File: src/rtl/lsu_word_mem_if.sv
// Load/store unit in front of a word-addressed RAM with combinational read and clocked write.
// Define LSU_MISALIGN_TRAP_EN to fault misaligned halfword/word accesses instead of ignoring low bits.
module lsu_word_mem_if #(
  parameter int unsigned MEMSZ = 64,
  localparam int unsigned AW = $clog2(MEMSZ)
) (
  input  logic          clk,
  input  logic          rst_n,
  input  logic          req_valid,
  output logic          req_ready,
  input  logic          req_we,
  input  logic [2:0]    req_funct3,
  input  logic [31:0]   req_addr,
  input  logic [31:0]   req_wdata,
  output logic          resp_valid,
  input  logic          resp_ready,
  output logic [31:0]   resp_rdata,
  output logic          resp_fault,
  output logic          mem_we,
  output logic [AW-1:0] mem_addr,
  output logic [31:0]   mem_wdata,
  input  logic [31:0]   mem_rdata
);

  localparam logic [32:0] ByteLimit = 33'(MEMSZ) << 2;

  typedef enum logic [1:0] {StIdle, StAccess, StResp} state_e;

  state_e      state_q, state_d;
  logic        we_q;
  logic [2:0]  funct3_q;
  logic [31:0] addr_q;
  logic [31:0] wdata_q;
  logic [31:0] rdata_q;
  logic        fault_q;

  logic        illegal;
  logic        out_of_range;
  logic        misalign;
  logic        access_fault;
  logic [7:0]  byte_lane;
  logic [15:0] half_lane;
  logic [31:0] load_data;
  logic [31:0] store_data;

  // Fault decode on the latched request
  always_comb begin
    illegal = 1'b0;
    if (we_q) begin
      illegal = !(funct3_q inside {3'b000, 3'b001, 3'b010});
    end else begin
      illegal = funct3_q inside {3'b011, 3'b110, 3'b111};
    end
    out_of_range = {1'b0, addr_q} >= ByteLimit;
    misalign = 1'b0;
`ifdef LSU_MISALIGN_TRAP_EN
    case (funct3_q[1:0])
      2'b01:   misalign = addr_q[0];
      2'b10:   misalign = (addr_q[1:0] != 2'b00);
      default: misalign = 1'b0;
    endcase
`endif
    access_fault = illegal || out_of_range || misalign;
  end

  // Lane select and extension for loads
  always_comb begin
    byte_lane = mem_rdata[{addr_q[1:0], 3'b000} +: 8];
    half_lane = addr_q[1] ? mem_rdata[31:16] : mem_rdata[15:0];
    case (funct3_q)
      3'b000:  load_data = {{24{byte_lane[7]}}, byte_lane};
      3'b001:  load_data = {{16{half_lane[15]}}, half_lane};
      3'b100:  load_data = {24'h0, byte_lane};
      3'b101:  load_data = {16'h0, half_lane};
      default: load_data = mem_rdata;
    endcase
  end

  // Read-merge-write: untouched lanes come from the same-cycle RAM read
  always_comb begin
    store_data = mem_rdata;
    case (funct3_q[1:0])
      2'b00: store_data[{addr_q[1:0], 3'b000} +: 8] = wdata_q[7:0];
      2'b01: begin
        if (addr_q[1]) begin
          store_data[31:16] = wdata_q[15:0];
        end else begin
          store_data[15:0] = wdata_q[15:0];
        end
      end
      default: store_data = wdata_q;
    endcase
  end

  // State register
  always_ff @(posedge clk or negedge rst_n) begin
    if (!rst_n) begin
      state_q <= StIdle;
    end else begin
      state_q <= state_d;
    end
  end

  // Next-state logic
  always_comb begin
    state_d = state_q;
    case (state_q)
      StIdle:   if (req_valid) state_d = StAccess;
      StAccess: state_d = StResp;
      StResp:   if (resp_ready) state_d = StIdle;
      default:  state_d = StIdle;
    endcase
  end

  // Outputs
  always_comb begin
    req_ready  = (state_q == StIdle);
    resp_valid = (state_q == StResp);
    resp_rdata = rdata_q;
    resp_fault = fault_q;
    mem_addr   = addr_q[AW+1:2];
    mem_we     = (state_q == StAccess) && we_q && !access_fault;
    mem_wdata  = mem_we ? store_data : 32'h0;
  end

  // Request latch and response registers
  always_ff @(posedge clk or negedge rst_n) begin
    if (!rst_n) begin
      we_q     <= 1'b0;
      funct3_q <= 3'b000;
      addr_q   <= 32'h0;
      wdata_q  <= 32'h0;
      rdata_q  <= 32'h0;
      fault_q  <= 1'b0;
    end else begin
      case (state_q)
        StIdle: begin
          if (req_valid) begin
            we_q     <= req_we;
            funct3_q <= req_funct3;
            addr_q   <= req_addr;
            wdata_q  <= req_wdata;
          end
        end
        StAccess: begin
          fault_q <= access_fault;
          rdata_q <= (!access_fault && !we_q) ? load_data : 32'h0;
        end
        StResp: begin
          if (resp_ready) begin
            fault_q <= 1'b0;
            rdata_q <= 32'h0;
          end
        end
        default: ;
      endcase
    end
  end

endmodule

File: config.mk
export PLATFORM = sky130hd
export DESIGN_NAME = lsu_word_mem_if
export DESIGN_NICKNAME = d
export VERILOG_FILES = /design/src/rtl/lsu_word_mem_if.sv
export SDC_FILE = /design/constraint.sdc
export NUM_CORES = 1
export LEC_CHECK = 0
export BUFFER_PORTS_ARGS = -buffer_cell sky130_fd_sc_hd__buf_2
export CORE_ASPECT_RATIO = 0.6
export CORE_UTILIZATION = 40
export CTS_CLUSTER_SIZE = 25
export DETAILED_ROUTE_END_ITERATION = 12
export PLACE_DENSITY_LB_ADDON = 0.05
export SLEW_MARGIN = 20
export SYNTH_ARGS = -nofsm -noshare
export SYNTH_HDL_FRONTEND = slang
export SYNTH_SLANG_ARGS = --single-unit
File: constraint.sdc
create_clock -name clk -period 7.4 [get_ports clk]
set_input_delay 1.48 -clock clk [delete_from_list [all_inputs] [get_ports clk]]
set_output_delay 1.48 -clock clk [all_outputs]
set_load 0.05 [all_outputs]
==> summary.txt, run 1 <==
Clocking
  – Setup bufs post-CTS: 0
  – CTS tree: built
  – # hold bufs at CTS: 0
  – Clock tree buffer depth: 2
  – Clock sink count: 103
  – Total CTS buffers: 9
  – Post-cts resize count: 0
  – Max H-tree Level: 3
  – Root Driver: clkbuf_16
  – Clk slew on worst S/H paths: 0.07 ns
  – Clk Latency, worst-skew pair: about 0.35 ns

Worst setup path
  – Cell mode on critical path: buf_4
  – Largest stage delay on the critical path: 0.38 ns
  – Crit-path max FO: 32
  – Delay-heaviest family, CP: buffers and inverters
  – Worst setup EP type: output port
  – Worst Path Buf+Inv: 5
  – CP cell instances: buf_4 -> clkinv_1 -> buf_4 -> ha_1 -> nor4bb_1 -> buf_4 -> nand2_1 -> a21o_1 -> a221oi_1 -> buf_2
  – Critical Path Start Type: register
  – WP data required: 5.92 ns
  – Worst reg2reg path startpoint: addr_q[0]$_DFFE_PN0P_
  – WS Path Type: reg2out
  – Worst Path Arrival: 3.22 ns
  – Slowest stage cell, crit path: buf_4
  – CP Launch Point: addr_q[1]$_DFFE_PN0P_

Status
  – Outcome: complete, no violations

Power
  – P per Cell Area: 380.3 mW/mm²
  – VDD IR-drop max: 0.1746 mV
  – Internal power: 1533 µW
  – Logic pwr share: 47.7%
  – Sw Ratio: 43.73%
  – Power share of the sequential group: 35.0%
  – Sw Pwr: 1191 µW
  – Leakage: 0.003411 µW
  – Clock power frac: 17.3%

Layout
  – Nets: 816
  – Commonest non-fill, non-tap cell in the layout: buf_2
  – Multi-input logic area: 0.003043 mm²
  – Area growth from synthesis to layout: 20.93%
  – Diodes inserted: 0
  – Final Instance Area: between 0.007 and 0.008 mm²
  – Commonest cells after routing, fill and taps aside: buf_2 (176), dfrtp_1 (101), nand2_1 (68)
  – Share of cells above drive strength 1: 41.57%
  – Post-route insts no fill: 910
  – FF+latch area: 0.002580 mm²
  – Fillers: 1399

Timing
  – Tcrit/Tclk final: 63.58%
  – Relative slew slack: 37.66%
  – RSZ-0062 raised after global routing: no
  – Slew Limit Fails: 0
  – Final setup viols: 0
  – Achievable Freq: 212.5 MHz
  – Actual slew at the worst max-slew pin: 0.9352 ns
  – Setup Skew: 0.008096 ns
  – Final count of hold timing violations: 0
  – Setup TNS Final: 0 ns
  – Final Critical Period: 4.705 ns

Place
  – DP HPWL: 13640 µm
  – GPL Wtd Cong: approximately 0.9
  – # port buffers: ~180
  – Placed insts: around 890
  – Area post-placement: 0.006869 mm²

Global routing
  – Vias in the first global route: 5007
  – First-pass GRT wire length: 28890 µm
  – Tot GR Track Use: approximately 25%
  – Initial antenna violation count: 0
  – Largest net degree at the start of global routing: 73
  – Remaining Overflow, GRT: 0

Routing
  – Vias per cell: 5.778
  – DR WL/cell: 20.72 µm
  – DR iter-0 viols: 426
  – ANT nets after route: 0
  – Via count: 5258
  – Routed WL: roughly 19000 µm
  – Residual DRC: 0
  – DRT Pass-1 Iters: 5

Yosys
  – Ys async rst share: between 90% and 100%
  – Synthesized Nets: about 670
  – Ys Warns: 0
  – Top FF cell, synth: dfrtp_1
  – Distinct cells, synth: 50
  – Post-Syn Area per Cell: approximately 11 µm²
  – Post-synthesis cell count: 563
  – Sequential element share of the synthesized area: 43.51%
  – Post-synth EDFFs: 0
  – FF+latch count, synth: 103
  – Post-Syn Area: approximately 0.006 mm²

Die
  – Die height: 96.27 µm
  – I/O pin cnt: 178
  – Full die area: 0.01532 mm²
  – Core area: 0.01446 mm²
  – Initial Utilization: ~41%
  – Die Width: approximately 160 µm
  – Num rows: 34

Worst hold path
  – Min-Delay Path Class: reg2reg
  – Hold_sp: resp_rdata[14]$_DFFE_PN0P_

Run
  – Max cap viols: 0
[path summary, 6_finish.rpt]
check,to,slack [ns],cells after the start
max in group asynchronous,funct3_q[0]$_DFFE_PN0P_,5.03,2
worst max register to register,resp_rdata[16]$_DFFE_PN0P_,5.05,4
min in group asynchronous,addr_q[3]$_DFFE_PN0P_,1.11,1
worst min register to register,resp_rdata[14]$_DFFE_PN0P_,0.48,2
worst max-delay path,mem_wdata[5],2.70,10
worst min-delay path,resp_rdata[14]$_DFFE_PN0P_,0.48,2
[layout make-up]
type	instances	share of cell area [%]
Clock buffer	9	3.144
Clock inverter	7	0.9431
Inverter	8	0.4191
Multi-Input combinational cell	397	42.47
Sequential cell	103	36.01
Tap cell	198	3.458
Timing Repair Buffer	188	13.55
[per-layer routing]
metal / wire length [µm] / track usage (%) / up-vias
li1: - / - / 2398
met1: 9421 / 37.57 / 2575
met2: 7458 / 34.36 / 257
met3: 1698 / 7.109 / 28
met4: 278 / 7.051 / 0
met5: 0 / 0 / -
[power by group through the flow]
stage / combinational [µW] / sequential (µW) / clock [µW]
finish: 1300 / 953 / 472
global placement: 1260 / 947 / 0
CTS: 1290 / 948 / 488
detailed placement: 1290 / 958 / 0
floorplan: 1040 / 885 / 0
global route: 1420 / 981 / 510
[kinds of logic after synthesis]
kind of cell / Yosys count / share of synthesized area [%]
buffers and inverters: 63 / 5.259
adders and majority gates: 5 / 1.056
muxes: 82 / 15.44
and+or+nand+nor: 145 / 12.57
DFF: 103 / 43.51
AOI/OAI and AO/OA: 165 / 22.18
[worst register-to-register path, cell delays in order (launching register included)]
cell	delay, ns
dfrtp_1	0.62
mux4_2	0.57
or2_1	0.28
a21oi_4	0.56
o31ai_1	0.18
[sequential cells by signal (all words and copies together), names as in the netlist]
name        flops
resp_fault      1
wdata_q        32
addr_q         32
we_q            1
resp_rdata     32
funct3_q        3
state_q         2
[through the flow]
step	hold WS, ns	total power (µW)	worst slack, ns	utilization [%]
2_1_floorplan	0.4810	1925	2.492	-
3_3_place_gp	0.4627	2209	3.163	47.49
3_5_place_dp	0.4664	2244	3.156	47.49
4_1_cts	0.4852	2726	2.743	49.52
5_1_grt	0.5016	2906	2.473	49.53
6_report	0.4822	2724	2.695	49.53
[synthesized netlist by cell type, drive strengths merged, types with 9 or more instances]
cell | number | share of area (%)
a21oi | 29 | 2.7
clkbuf | 25 | 1.6
mux2i | 16 | 2.7
nand2 | 68 | 4.3
mux2 | 65 | 12
buf | 30 | 3.2
o31ai | 24 | 4.1
a22o | 17 | 2.5
nor2 | 34 | 2.3
dfrtp | 103 | 44
a221oi | 30 | 4.5
o21ai | 15 | 1.3
a21o | 9 | 1.1
a211o | 21 | 3.1
Power figures use the tool's default switching activity.
==> inputs of run 2 (changes only) <==
==> constraint.sdc (replaced) <==
create_clock -name clk -period 4.6 [get_ports clk]
set_input_delay 0.92 -clock clk [delete_from_list [all_inputs] [get_ports clk]]
set_output_delay 0.92 -clock clk [all_outputs]
set_load 0.05 [all_outputs]
==> run 2 against run 1 <==
Net effect: combinational power rose by 55%; die area did not move; cell area rose by 0.51%; critical path depth decreased by 2; sequential power increased by 69%; clock power is 74% higher; first-iteration DRC count shrank 26%; sequential share of layout area shrank 0.18 points; clock-buffer cell count did not move; routed wire length rose by 1.1%; critical endpoint is now mem_wdata[17]; largest cell class unchanged.
==> summary.txt, run 2 (same netlist as run 1, synthesis figures left out) <==
Global routing
  – Initial antenna violation count: 0 (unchanged)
  – First-pass GRT wire length: 29180 µm (+1.0%)
  – Tot GR Track Use: 25.18% (+0.13 points)
  – Met3 Usage GRT: 5.127% (-2.0 points)
  – Vias in the first global route: 5015 (+0.16%)
  – Remaining Overflow, GRT: 0 (unchanged)
  – GRT busiest layer: met1
  – Largest net degree at the start of global routing: 60 (-18%)
  – GR Util met2: 35.64% (+1.3 points)
  – Met1 usage: 38.31% (+0.74 points)

Timing
  – Actual slew at the worst max-slew pin: 0.7619 ns (-0.1733 ns)
  – Tcrit/Tclk final: 83.20%
  – Slew Limit Fails: 0 (unchanged)
  – Final count of hold timing violations: 0 (unchanged)
  – Final setup viols: 0 (unchanged)
  – Achievable Freq: roughly 260 MHz
  – Final Critical Period: 3.827 ns
  – Setup TNS Final: 0 ns (unchanged)
  – Relative slew slack: 49.21% (+12 points)
  – Final setup margin: 0.7730 ns (-1.922 ns)
  – RSZ-0062 raised after global routing: no
  – Setup Skew: 0.01431 ns (+0.006212 ns)

Clocking
  – # hold bufs at CTS: 0 (unchanged)
  – Max H-tree Level: 3 (unchanged)
  – Total CTS buffers: 9 (unchanged)
  – Root Driver: clkbuf_16
  – Clk slew on worst S/H paths: 0.08 ns (about the same)
  – Setup bufs post-CTS: 0 (unchanged)
  – Clock sink count: 103 (unchanged)
  – Post-cts resize count: 0 (unchanged)
  – CTS tree: built
  – Clk Latency, worst-skew pair: 0.36 ns (about the same)
  – Clock tree buffer depth: 2 (unchanged)

Worst setup path
  – Worst Setup EP: mem_wdata[17]
  – FF-to-FF setup slack: 2.23 ns (-2.82 ns)
  – WS Path Type: reg2out
  – Worst reg2reg path startpoint: funct3_q[0]$_DFFE_PN0P_
  – Critical Path Start Type: register
  – Reg2Reg Capture Point: resp_rdata[4]$_DFFE_PN0P_
  – WP data required: 3.68 ns (-2.24 ns)
  – Worst Path Arrival: 2.91 ns (-0.31 ns)
  – CP Launch Point: addr_q[0]$_DFFE_PN0P_
  – Worst setup EP type: output port
  – Crit-path max FO: 16 (-50%)
  – R2r worst-path depth: 5 (+1)

Status
  – Outcome: complete, no violations

Die
  – Die height: 96.27 µm (unchanged)
  – Num rows: 34 (unchanged)
  – Initial Utilization: 40.96% (unchanged)
  – Full die area: 0.01532 mm² (unchanged)
  – Die Width: 159.1 µm (unchanged)
  – I/O pin cnt: 178 (unchanged)
  – Core area: 0.01446 mm² (unchanged)

Routing
  – ANT nets after route: 0 (unchanged)
  – Routed WL: 19060 µm (+1.1%)
  – Vias per cell: 5.777 (about the same)
  – DRT Pass-1 Iters: 6 (+1)
  – DR WL/cell: 20.90 µm (+0.86%)
  – Via count: 5269 (+0.21%)
  – DR iter-0 viols: 314 (-26%)
  – Residual DRC: 0 (unchanged)

Layout
  – Commonest non-fill, non-tap cell in the layout: buf_2
  – Commonest cells after routing, fill and taps aside: buf_2 (176), dfrtp_1 (101), nand2_1 (68)
  – Share of cells above drive strength 1: 41.60% (about the same)
  – FF+latch area: 0.002580 mm² (unchanged)
  – Area growth from synthesis to layout: 21.54%
  – Final Instance Area: 0.007201 mm² (+0.51%)
  – Diodes inserted: 0 (unchanged)
  – Nets: 818 (+0.25%)
  – Multi-input logic area: 0.003040 mm² (about the same)
  – Fillers: 1375 (-1.7%)

Place
  – DP HPWL: 14000 µm (+2.6%)
  – # port buffers: 177 (unchanged)
  – Area post-placement: 0.006884 mm² (+0.22%)
  – GPL Wtd Cong: 0.9166 (+0.20%)
  – Dpl ws: 1.196 ns (-1.960 ns)

Power
  – Leakage: 0.003427 µW (+0.46%)
  – VDD IR-drop max: 0.2346 mV (+34%)
  – Clock power frac: 18.4% (+1.1 points)
  – Internal power: 2524 µW (+65%)
  – Logic pwr share: 45.3% (-2.4 points)
  – Sw Pwr: 1919 µW (+61%)
  – Sw Ratio: 43.20% (-0.53 points)
  – P per Cell Area: 617.1 mW/mm² (+62%)
  – Power share of the sequential group: 36.3% (+1.3 points)

Run
  – Max cap viols: 0 (unchanged)

Worst hold path
  – Hold_sp: resp_rdata[24]$_DFFE_PN0P_
  – Min-Delay Path Class: reg2reg
-- run 2: cell count changes in the layout (fill, tap and decap cells not counted) --
cell / delta
buf_4: +2
bufinv_16: +1
clkinv_2: -1
clkinv_4: -1
clkinvlp_4: +1
nor2b_1: +1
nor2b_2: -1
-- run 2: power groups by stage --
stage	clock network, µW	logic [µW]	registers (µW)
5_1_grt	873	2190	1660
3_5_place_dp	0	2000	1620
2_1_floorplan	0	1670	1420
6_report	819	2010	1610
3_3_place_gp	0	1960	1600
4_1_cts	835	2010	1600
-- run 2: area by class of cell --
cell class / count / share of cell area (%)
Clock buffer: 9 / 3.128
Clock inverter: 7 / 1.268
Inverter: 8 / 0.4170
Multi-Input combinational cell: 397 / 42.22
Sequential cell: 103 / 35.83
Tap cell: 198 / 3.440
Timing Repair Buffer: 190 / 13.69
-- run 2: stage by stage --
step / hold WS, ns / utilization, % / std cells / power, µW
floorplan: 0.4810 / - / 563 / 3097
global placement: 0.4615 / 47.60 / 896 / 3559
detailed placement: 0.4672 / 47.60 / 896 / 3615
CTS: 0.4842 / 49.78 / 912 / 4440
global route: 0.4940 / 49.78 / 912 / 4723
finish: 0.4828 / 49.78 / 912 / 4443
-- run 2: layer usage --
layer,part of all wire (%),vias up,routed length [µm]
met5,0,-,0
met2,40,229,7650
met3,7.0,17,1342
li1,-,2402,-
met4,1.3,0,244
met1,52,2621,9824
-- run 2: worst min path at each step --
stage / endpoint / slack [ns] / depth (start not counted)
2_1_floorplan: addr_q[28]$_DFFE_PN0P_ / 0.48 / 1
3_3_place_gp: resp_rdata[7]$_DFFE_PN0P_ / 0.46 / 2
3_5_place_dp: resp_rdata[23]$_DFFE_PN0P_ / 0.47 / 2
4_1_cts: resp_rdata[23]$_DFFE_PN0P_ / 0.48 / 2
5_1_grt: resp_rdata[10]$_DFFE_PN0P_ / 0.49 / 2
6_report: resp_rdata[24]$_DFFE_PN0P_ / 0.48 / 2
-- run 2: worst max-delay path, cell delays in order (launching register included) --
cell,delay [ns]
dfrtp_1,0.62
inv_1,0.17
ha_1,0.37
nor4bb_1,0.30
buf_4,0.21
a221oi_1,0.08
a211o_1,0.29
a21oi_1,0.20
buf_2,0.31
==> inputs of run 3 (changes only) <==
--- a/config.mk
+++ b/config.mk
@@ -5,6 +5,7 @@
 export SDC_FILE = /design/constraint.sdc
 export NUM_CORES = 1
 export LEC_CHECK = 0
+export ABC_AREA = 1
 export BUFFER_PORTS_ARGS = -buffer_cell sky130_fd_sc_hd__buf_2
 export CORE_ASPECT_RATIO = 0.6
 export CORE_UTILIZATION = 40
==> constraint.sdc (replaced) <==
create_clock -name clk -period 3.1 [get_ports clk]
set_input_delay 0.62 -clock clk [delete_from_list [all_inputs] [get_ports clk]]
set_output_delay 0.62 -clock clk [all_outputs]
set_load 0.05 [all_outputs]
==> run 3 against run 2 <==
Net effect: setup slack got worse by 0.66 ns; highest routed layer unchanged; power increased by 57%; register-to-register slack got worse by 1.1 ns; via count increased by 23%; largest power group unchanged; routed wire length increased by 16%; global-route usage increased by 3.1 points; sequential share of layout area decreased by 1.4 points; cell count increased by 36%; critical path depth unchanged; synthesized cell count increased by 56%; non-clock buffer count increased by 9; flip-flop and latch count unchanged.
==> summary.txt, run 3 <==
Status
  – Outcome: complete, no violations

Routing
  – Routed WL: 22070 µm (+16%)
  – DR iter-0 viols: 679 (+120%)
  – Via count: 6489 (+23%)
  – ANT nets after route: 0 (unchanged)
  – Vias per cell: 5.233 (-9.4%)
  – Residual DRC: 0 (unchanged)
  – DRT Pass-1 Iters: 5 (-1)
  – DR WL/cell: 17.80 µm (-15%)

Clocking
  – Total CTS buffers: 9 (unchanged)
  – Clock tree buffer depth: 2 (unchanged)
  – # hold bufs at CTS: 0 (unchanged)
  – CTS tree: built
  – Max H-tree Level: 3 (unchanged)
  – Root Driver: clkbuf_16
  – Clk slew on worst S/H paths: 0.08 ns (about the same)
  – Clk Latency, worst-skew pair: 0.36 ns (about the same)
  – Clock sink count: 103 (unchanged)

Global routing
  – Tot GR Track Use: 28.31% (+3.1 points)
  – Vias in the first global route: 6034 (+20%)
  – Remaining Overflow, GRT: 0 (unchanged)
  – Largest net degree at the start of global routing: 49 (-18%)
  – First-pass GRT wire length: 34060 µm (+17%)
  – Initial antenna violation count: 1 (+1)

Die
  – Die Width: 161.7 µm (+1.6%)
  – Initial Utilization: 41.58% (+0.62 points)
  – Core area: 0.01472 mm² (+1.8%)
  – Num rows: 34 (unchanged)
  – Full die area: 0.01582 mm² (+3.3%)
  – I/O pin cnt: 178 (unchanged)
  – Die height: 97.82 µm (+1.6%)

Place
  – DP HPWL: 16560 µm (+18%)
  – # port buffers: 177 (unchanged)
  – Dpl ws: 0.3533 ns (-0.8426 ns)
  – GPL Wtd Cong: 1.005 (+9.7%)

Yosys
  – FF+latch count, synth: 103 (unchanged)
  – Ys Warns: 0 (unchanged)
  – Sequential element share of the synthesized area: 42.11% (-1.4 points)
  – Post-Syn Area: 0.006121 mm² (+3.3%)
  – Distinct cells, synth: 30 (-40%)
  – Ys async rst share: 100.0% (unchanged)
  – Count leader, synth: nand2_1
  – Ranking of synthesized cells by area: dfrtp_1 (42%), nand2_1 (19%), o21ai_0 (7.4%), a21oi_1 (5.9%), nor2_1 (5.2%)
  – Post-synth EDFFs: 0 (unchanged)
  – Largest area contributor in the netlist: dfrtp_1
  – Post-synthesis cell count: 880 (+56%)
  – Synth cell count leaders: nand2_1 (303), dfrtp_1 (103), o21ai_0 (90)
  – Top FF cell, synth: dfrtp_1
  – Post-Syn Area per Cell: 6.956 µm² (-34%)
  – Synthesized Nets: 989 (+47%)
  – Top cell type's share of synthesized area: 42.11% (-1.4 points)

Worst setup path
  – CP Depth: 8 (unchanged)
  – Critical Path Start Type: register
  – Cell mode on critical path: o21ai_0
  – Crit-path max FO: 19 (+3)
  – Worst Path Arrival: 2.36 ns (-0.55 ns)
  – WS Path Type: reg2out
  – CP cell instances: inv_6 -> nand2_4 -> inv_2 -> o21ai_0 -> o21ai_0 -> a21oi_1 -> nor2_1 -> buf_2
  – WP data required: 2.48 ns (-1.20 ns)
  – Slowest stage cell, crit path: dfrtp_2
  – R2r worst-path depth: 5 (unchanged)
  – Worst Path Buf+Inv: 3 (unchanged)
  – Largest stage delay on the critical path: 0.50 ns (-0.12 ns)
  – Worst setup EP type: output port
  – Delay-heaviest family, CP: buffers and inverters

Layout
  – Commonest non-fill, non-tap cell in the layout: nand2_1
  – Nets: 1145 (+40%)
  – Area growth from synthesis to layout: 22.53%
  – Final core occ: 50.95% (+1.2 points)
  – Commonest cells after routing, fill and taps aside: nand2_1 (303), buf_2 (176), dfrtp_1 (102)
  – Share of cells above drive strength 1: 23.15% (-18 points)

Worst hold path
  – Min-Delay Path Class: in2async

Power
  – P per Cell Area: 932.8 mW/mm² (+51%)
  – VDD IR-drop max: 0.5073 mV (+120%)
  – Logic pwr share: 51.3% (+6.0 points)
  – Internal power: 3482 µW (+38%)
  – Leakage: 0.004083 µW (+19%)
  – Power share of the sequential group: 31.5% (-4.8 points)
  – Sw Pwr: 3514 µW (+83%)
  – Sw Ratio: 50.23% (+7.0 points)
  – Clock power frac: 17.2% (-1.2 points)

Timing
  – Final Critical Period: 2.982 ns
  – Final setup margin: 0.1176 ns (-0.6553 ns)
  – Final count of hold timing violations: 0 (unchanged)
  – RSZ-0062 raised after global routing: no
  – Setup TNS Final: 0 ns (unchanged)
  – Tcrit/Tclk final: 96.21%
  – Relative slew slack: 49.52% (+0.31 points)
  – Final setup viols: 0 (unchanged)
  – Slew Limit Fails: 0 (unchanged)
  – Achievable Freq: 335.3 MHz
  – Hold WS: 0.1914 ns (-0.2914 ns)
  – Setup Skew: 0.01292 ns (-0.001393 ns)
  – Actual slew at the worst max-slew pin: 0.7526 ns (-0.009301 ns)

Run
  – Max cap viols: 0 (unchanged)
-- run 3: logic make-up (layout without fill, tap and decap cells) --
family,count (synthesis),count (layout),synth area share [%]
DFF,103,103,42.11
AOI/OAI and AO/OA,184,184,15.97
adders and majority gates,5,5,1.022
and+or+nand+nor,468,469,31.83
buffers and inverters,120,280,9.076
other,0,1,0
-- run 3: power by group through the flow --
| stage | logic (µW) | registers [µW] | clock network (µW) |
|---|---|---|---|
| 2_1_floorplan | 2590 | 2050 | 0 |
| 3_3_place_gp | 3480 | 2200 | 0 |
| 3_5_place_dp | 3460 | 2180 | 0 |
| 4_1_cts | 3470 | 2170 | 1220 |
| 5_1_grt | 3990 | 2240 | 1280 |
| 6_report | 3590 | 2200 | 1200 |
-- run 3: layout make-up --
class                           instances  area, µm²
Inverter                               65      250.2
Sequential cell                       103       2579
Antenna cell                            1      2.502
Fill cell                            1550       7219
Tap cell                              198      247.7
Clock buffer                           10      229.0
Multi-Input combinational cell        658       3037
Timing Repair Buffer                  199       1079
Clock inverter                          6      76.32
-- run 3: worst paths after layout --
check                                            end               startpoint  slack, ns
max in group asynchronous     wdata_q[0]$_DFFE_PN0P_                    rst_n       2.23
max                                    mem_wdata[30]  funct3_q[1]$_DFFE_PN0P_       0.12
min reg2reg                    addr_q[6]$_DFFE_PN0P_    addr_q[6]$_DFFE_PN0P_       0.48
min in group clk               addr_q[2]$_DFFE_PN0P_              req_addr[2]       0.45
max reg2reg                resp_rdata[6]$_DFFE_PN0P_         we_q$_DFFE_PN0P_       1.11
min                            addr_q[6]$_DFFE_PN0P_                    rst_n       0.19
-- run 3: stage by stage --
step	power (µW)	instance area, µm²	instances
floorplan	4641	6125	880
global placement	5673	7137	1221
detailed placement	5640	7137	1221
CTS	6855	7443	1237
global route	7511	7497	1239
finish	6996	7500	1240
-- run 3: timing repair --
item | 4_1_cts | 5_1_grt
gates resized for setup | 1 | 10
cloned | 0 | 1
endpoints found under the setup margin | 5 | 31
pin swaps | 0 | 1
setup buffers | 0 | 1
-- run 3: metal layers --
metal,track usage [%],part of all wire (%),vias up,wire length (µm)
met2,35.81,37,347,8063
li1,-,-,3165,-
met3,8.963,12,26,2538
met4,5.225,1.2,0,257
met5,0,0,-,0
met1,45.60,51,2951,11210
